===== src/rtl/matrix_column_scanner.sv =====
// matrix_column_scanner
//   Scans the columns of an LED/key matrix. Each scan position is driven
//   for DWELL cycles, followed by BLANK all-off cycles. A frame is NPOS
//   positions. In CONTINUOUS mode the scan wraps at the end of a frame.
//   Otherwise it returns to idle.
//
//   Optional feature: define COLUMN_SCANNER_MIRROR_EN for left/right mirrored
//   images. Position p then drives col[p] and col[COLS-1-p], and
//   NPOS = (COLS+1)/2.
//
// Parameters
//   COLS       physical columns (2..16)
//   DWELL      cycles each position is driven (1..255)
//   BLANK      all-off cycles between positions (0..15)
//   CONTINUOUS 1 = wrap and keep scanning, 0 = one frame then idle
//
// Ports
//   clock      rising-edge clock
//   reset_n    asynchronous active-low reset
//   pulse      start request (ignored while busy)
//   stop       synchronous abort to idle; has priority over pulse
//   col        registered column drive, active-high
//   pos        current scan position
//   busy       high while scanning or blanking
//   frame_done one-cycle pulse after the last position of a frame
module matrix_column_scanner #(
  parameter int unsigned COLS       = 5,
  parameter int unsigned DWELL      = 4,
  parameter int unsigned BLANK      = 1,
  parameter bit          CONTINUOUS = 1'b1,
`ifdef COLUMN_SCANNER_MIRROR_EN
  localparam int unsigned NPOS      = (COLS + 1) / 2,
`else
  localparam int unsigned NPOS      = COLS,
`endif
  localparam int unsigned IDX_W     = (NPOS > 1) ? $clog2(NPOS) : 1
) (
  input  logic             clock,
  input  logic             reset_n,
  input  logic             pulse,
  input  logic             stop,
  output logic [COLS-1:0]  col,
  output logic [IDX_W-1:0] pos,
  output logic             busy,
  output logic             frame_done
);

`ifdef COLUMN_SCANNER_MIRROR_EN
  localparam bit MIRROR = 1'b1;
`else
  localparam bit MIRROR = 1'b0;
`endif

  // The dwell counter is sized for DWELL up to 255 (it counts 0..254).
  // The blank counter is sized for BLANK up to 15 (it counts 0..14).
  localparam logic [7:0]       DWELL_LAST = 8'(DWELL - 1);
  localparam logic [3:0]       BLANK_LAST = (BLANK > 0) ? 4'(BLANK - 1) : 4'd0;
  localparam logic [IDX_W-1:0] LAST_POS   = IDX_W'(NPOS - 1);

  typedef enum logic [1:0] {S_IDLE, S_SCAN, S_BLANK} state_t;

  state_t     state;
  logic [7:0] dcnt;
  logic [3:0] bcnt;

  logic scan_end;
  logic blank_end;
  logic advance;
  logic last_pos;

  // Column pattern for a scan position. In a mirrored build the mirrored
  // column is also set. For odd COLS both indices coincide at the centre.
  function automatic logic [COLS-1:0] pattern(input logic [IDX_W-1:0] p);
    logic [COLS-1:0] pat;
    pat = '0;
    for (int unsigned i = 0; i < COLS; i++) begin
      if ((i == 32'(p)) || (MIRROR && (i == (COLS - 1 - 32'(p)))))
        pat[i] = 1'b1;
    end
    return pat;
  endfunction

  // Without blanking, the advance happens directly from the last dwell cycle.
  // With blanking, the advance happens from the last blank cycle. The frame
  // therefore has no extra gap cycle at the wrap.
  always_comb begin
    scan_end  = (state == S_SCAN)  && (dcnt == DWELL_LAST);
    blank_end = (state == S_BLANK) && (bcnt == BLANK_LAST);
    advance   = (scan_end && (BLANK == 0)) || blank_end;
    last_pos  = (pos == LAST_POS);
  end

  always_ff @(posedge clock or negedge reset_n) begin
    if (!reset_n) begin
      state      <= S_IDLE;
      col        <= '0;
      pos        <= '0;
      busy       <= 1'b0;
      frame_done <= 1'b0;
      dcnt       <= '0;
      bcnt       <= '0;
    end else begin
      frame_done <= 1'b0;
      if (stop) begin
        state <= S_IDLE;
        col   <= '0;
        pos   <= '0;
        busy  <= 1'b0;
        dcnt  <= '0;
        bcnt  <= '0;
      end else if (advance) begin
        dcnt <= '0;
        bcnt <= '0;
        if (!last_pos) begin
          state <= S_SCAN;
          pos   <= pos + IDX_W'(1);
          col   <= pattern(pos + IDX_W'(1));
          busy  <= 1'b1;
        end else begin
          frame_done <= 1'b1;
          pos        <= '0;
          if (CONTINUOUS) begin
            state <= S_SCAN;
            col   <= pattern('0);
            busy  <= 1'b1;
          end else begin
            state <= S_IDLE;
            col   <= '0;
            busy  <= 1'b0;
          end
        end
      end else begin
        case (state)
          S_IDLE: begin
            if (pulse) begin
              state <= S_SCAN;
              pos   <= '0;
              col   <= pattern('0);
              busy  <= 1'b1;
              dcnt  <= '0;
              bcnt  <= '0;
            end
          end
          S_SCAN: begin
            if (scan_end) begin
              // This branch is only reached when BLANK > 0.
              state <= S_BLANK;
              col   <= '0;
              dcnt  <= '0;
              bcnt  <= '0;
            end else begin
              dcnt <= dcnt + 8'd1;
            end
          end
          S_BLANK: begin
            bcnt <= bcnt + 4'd1;
          end
          default: begin
            state <= S_IDLE;
            col   <= '0;
            pos   <= '0;
            busy  <= 1'b0;
            dcnt  <= '0;
            bcnt  <= '0;
          end
        endcase
      end
    end
  end

endmodule


===== config.mk =====
export PLATFORM = sky130hd
export DESIGN_NAME = matrix_column_scanner
export DESIGN_NICKNAME = d
export VERILOG_FILES = /design/src/rtl/matrix_column_scanner.sv
export SDC_FILE = /design/constraint.sdc
export NUM_CORES = 1
export LEC_CHECK = 0
export CORE_ASPECT_RATIO = 0.75
export CORE_MARGIN = 3
export CORE_UTILIZATION = 56
export DETAILED_ROUTE_END_ITERATION = 8
export PLACE_DENSITY = 0.8
export SLEW_MARGIN = 0
export SYNTH_ARGS = -nofsm -noshare
export SYNTH_HDL_FRONTEND = slang
export SYNTH_SLANG_ARGS = --single-unit

===== constraint.sdc =====
create_clock -name clock -period 2.25 [get_ports clock]
set_input_delay 0.45 -clock clock [delete_from_list [all_inputs] [get_ports clock]]
set_output_delay 0.45 -clock clock [all_outputs]
set_load 0.01 [all_outputs]

Yosys cells after proc, flatten, opt, wreduce, memory -nomap -nowiden
Cells that the tools add are included.
{"block": "word_totals", "register_bits": 24, "in_bits": 4, "output_inout_bits": 10, "wordCells": 70}
{"block": "classes", "add_sub_neg": 3, "n_eq_ne": 12, "n_mux": 38, "n_reduce_logical": 10}
{"operator": "$mux 8", "count": 4}
{"operator": "$mux 5", "count": 5}
{"operator": "$pmux 8 s3", "count": 1}
{"operator": "$mux 4", "count": 4}
{"operator": "$pmux 5 s3", "count": 1}
{"operator": "$mux 3", "count": 4}
{"operator": "$pmux 4 s3", "count": 1}
{"operator": "$mux 1", "count": 11}
{"operator": "$add 8x1->8 const B", "count": 1}
{"operator": "$eq 8x2->1 const B", "count": 1}
{"operator": "$mux 2", "count": 4}
{"operator": "$ne 4x4->1 const B", "count": 2}
{"operator": "$eq 2x3->1 const A", "count": 2}
{"operator": "$pmux 2 s3", "count": 1}
{"operator": "$pmux 3 s2", "count": 1}
{"operator": "$reduce_and 2->1", "count": 3}
{"operator": "$add 4x1->4 const B", "count": 1}
{"operator": "$logic_not 4->1", "count": 1}
{"operator": "$add 3x1->3 const B", "count": 1}
{"operator": "$eq 1x3->1 const A", "count": 1}
{"operator": "$eq 3x3->1 const A", "count": 1}
{"operator": "$eq 3x3->1 const B", "count": 1}
{"operator": "$logic_not 3->1", "count": 1}
{"operator": "$ne 3x1->1 const B", "count": 1}
{"operator": "8 further kinds", "count": 9}

Logic depth before layout (Yosys ltp)
{"block": "logic_depth", "depth_word": 6, "ltp_mapped": 7, "mapped_depth_nobuf": 6}

Least setup slack after synthesis
No wires, ideal clock.
{"block": "synth_timing", "kind": "register to register", "from": "register bcnt[0]", "to": "register col[0]", "arrival_time_ns": 1.641, "slack_ns": 0.505, "stages_incl_launch_ff": 8, "n_path_buf": 1, "path_cell_list": "dfrtp_1 > inv_1 > ha_1 > or3b_4 > a21oi_2 > nand2b_1 > buf_6 > o41ai_2"}
{"block": "synth_via", "elab_chain_cells": 4, "word_cells_on_any_way": 8, "classes_between": "3 x eq/ne; 2 x mux; 3 x reduce/logical"}
{"element": "start: declaration", "line": "64", "source": "logic [3:0] bcnt;"}
{"element": "start signal: assignment", "line": "156", "source": "bcnt <= bcnt + 4'd1;"}
{"element": "$logic_not 4->1 (*)", "line": "88", "source": "blank_end = (state == S_BLANK) && (bcnt == BLANK_LAST);"}
{"element": "$logic_and 1x1->1 (*)", "line": "88"}
{"element": "$ne 4x4->1 (no source line) (tied with other cells)"}
{"element": "$reduce_and 3->1 (no source line) / $mux 5 (equally long branches)"}
{"element": "end signal: assignment", "line": "117", "source": "col <= pattern(pos + IDX_W'(1));"}
{"element": "end signal: assignment", "line": "124", "source": "col <= pattern('0);"}
{"element": "end signal: assignment", "line": "138", "source": "col <= pattern('0);"}
{"element": "end: declaration", "line": "42", "source": "output logic [COLS-1:0] col,"}
Every way passes the cells marked *; elsewhere a longest branch is shown, timed or not.
A chain may end at the register's enable or synchronous reset.

Worst setup path after layout
Ends and elaborated chain as after synthesis.

==> flow_summary.yaml <==
detailed_routing:
  wirelength_microns: 3067
  drc: 0
  avgRoutedWirePerCell_microns: 14.89
  drtAntennaViolNets: 0
  drt_pass1_iterations: 4
  avgViaCountPerCell: 5.835
  drtIter0Drc: 74
  dr_total_vias: 1202
grt:
  grt_pass1_vias: 1153
  grt_max_degree: 25
  grt_pass1_wl_microns: 5444
  antenna_found_initial: 0
  grt_overflow_total: 0
  track_usage_pct: 21.11
power_and_ir_drop:
  p_leak_nw: 0.7624
  power_density_mw_per_mm2: 720.6
  irDropWorstVdd_uv: 660.9
  power.total_mw: 1.250
synthesis:
  ys_ff_latch: 24
  synth-edff-count: 0
  muxShareOfSynthArea_pct: 1.408
  yosys.area_share.simple_pct: 18.97
  synthFlopType: "dfrtp_1"
  synth-compound-area-share_pct: 20.96
  synth_top_family_by_area: "compound AO/OA/AOI/OAI gates"
  async_reset_ff_share_pct: 100.0
  synth_nets: 172
  ys_seq_area_share_pct: 39.77
  synth.avg_cell_area_sq_um: 9.806
  synth_fa_ha_area_share_pct: 11.60
  ys_types: 46
  yosysWarnings: 0
  synth_xor_area_share_pct: 2.320
  synth_area_sq_mm: 0.001510
  syn_inst: 154
placement:
  hpwlAfterDp_microns: 2337
  io_buffers: 13
  dpl-instance-area_sq_mm: 0.001698
  gp_congestion: 0.8844
sta:
  tightest_slew_ns: 0.4182
  slew_violations: 0
  finalCriticalPeriod_ns: 1.961
  timing.final.hold_violations: 0
  fin_skew_ns: 0.002722
  fmax_mhz: 509.8
  slew_headroom_pct: 71.83
  hold-worst-slack_ns: 0.4834
  final.setup.tns_ns: 0
  rsz0062_at_grt: "false"
  fin_crit_sh_pct: 87.17
  finalSetupViolCount: 0
die:
  num_rows: 15
  die-area_sq_mm: 0.003363
  start_util_pct: 62.38
  die_h_microns: 50.98
  die_x_microns: 65.97
  coreArea_sq_mm: 0.002421
  io_pins: 14
finish:
  design_area_sq_mm: 0.001734
  area_delta_synth_final_pct: 14.83
  antenna_cells: 0
  layout.nets: 191
  drive_above_1_share_pct: 13.37
setup_path:
  endpoint_kind: "register"
  crit_path_max_fanout: 7
  start_kind: "register"
  critPathKind: "register to register"
  worstPathRequired_ns: 2.46
  arrival_ns: 2.18
hold_path:
  hp-class: "input pin to async pin"
cts:
  cts_tree: "built"
  path_clk_slew_ns: 0.12
  clock_sinks: 24
  cts_setup_buffers: 0
  post_cts_resized: 0
  clockRootBuffer: "clkbuf_4"
  cts_hold_buf: 0
  ctsHtreeMaxLevel: 1
  worstSkewPairLatency_ns: 0.31
  clock_path_buffers: 2
  cts_made_buffers: 3
job:
  drv_cap: 0
run_status:
  status: "complete, no violations"
[report_power, final]
group	internal (mW)	switching, mW	total (mW)	leakage, nW
combinational	0.214	0.290	0.503	0.411
sequential	0.477	0.0475	0.525	0.330
clock	0.0989	0.123	0.222	0.0210
[registers in the layout, summed over array words and instances, names as in the netlist]
signal / count
col: 5
state: 2
frame_done: 1
dcnt: 8
pos: 3
busy: 1
bcnt: 4
[worst max-delay path, cell delays in order, from the launching register on]
cell,delay [ns]
dfrtp_1,0.44
inv_1,0.08
ha_1,0.19
or3b_4,0.42
a21oi_2,0.18
nand2b_1,0.20
o41ai_2,0.37
[Yosys cell counts (all sizes together), types with 2 or more instances]
library cell | count | share of area [%]
xor2 | 2 | 1.2
o2111ai | 2 | 1.2
xnor2 | 2 | 1.2
inv | 12 | 3.0
clkbuf | 2 | 0.58
and3 | 2 | 0.83
nand2 | 9 | 2.2
nor3b | 3 | 2.6
o31ai | 7 | 3.5
or3 | 2 | 0.83
nand2b | 6 | 2.5
nand3 | 5 | 1.7
a21oi | 5 | 1.9
nor2 | 13 | 3.2
o41ai | 2 | 1.7
a211oi | 4 | 2.0
o21ai | 16 | 5.6
dfrtp | 24 | 40
or3b | 2 | 1.3
nor4 | 2 | 1.2
buf | 3 | 1.4
ha | 14 | 12
[kinds of logic (layout without fill, tap and decap cells)]
family	after synthesis	in the layout
simple gates	48	48
compound gates	45	45
flops	24	24
buf+inv	17	35
fa+ha+maj	14	14
xor+xnor	4	4
mux	2	2
[area by class of cell]
class / instances / area, sq um
Clock buffer: 4 / 36.28
Timing Repair Buffer: 19 / 175.2
Multi-Input combinational cell: 113 / 834.6
Fill cell: 180 / 686.9
Tap cell: 34 / 42.54
Inverter: 12 / 45.04
Sequential cell: 24 / 600.6
[metrics by stage]
step / std cells / util [%] / setup slack, ns
2_1_floorplan: 154 / - / 0.5053
3_3_place_gp: 202 / 70.13 / 0.1393
3_5_place_dp: 202 / 70.13 / 0.05512
4_1_cts: 206 / 71.63 / 0.2594
5_1_grt: 206 / 71.63 / 0.07637
6_report: 206 / 71.63 / 0.2886
[layer usage]
metal  part of all wire, %  wire, microns  vias to the layer above  GRT usage, %
met3                   5.7            175                        2         4.835
met2                    44           1349                       30         30.62
li1                      -              -                      587             -
met4                  0.62             19                        0         4.054
met5                     0              0                        -             0
met1                    50           1523                      583         32.21
[cells in the final DEF, fill, tap and decap left out, types with 2 or more instances in the layout]
| master | instances |
|---|---|
| or3_1 | 2 |
| clkbuf_4 | 3 |
| a21oi_1 | 4 |
| clkdlybuf4s50_1 | 13 |
| o31ai_1 | 7 |
| nand3_1 | 5 |
| a211oi_1 | 4 |
| and3_1 | 2 |
| o2111ai_1 | 2 |
| xor2_1 | 2 |
| dfrtp_1 | 24 |
| buf_4 | 6 |
| nand2b_1 | 6 |
| nand2_1 | 9 |
| inv_1 | 12 |
| xnor2_1 | 2 |
| ha_1 | 14 |
| nor2_1 | 13 |
| o21ai_0 | 15 |
[worst paths after layout]
check	startpoint	to	slack [ns]	cells after the start
max reg2reg	bcnt[0]	col[0]	0.29	6
min reg2reg	col[2]	col[2]	0.53	2
min in group clock	col[2]	col[2]	0.53	2
min	reset_n	frame_done	0.48	2
max in group asynchronous	reset_n	pos[2]	1.54	2
max	bcnt[0]	col[0]	0.29	6
(Power assumes the default switching activity.)
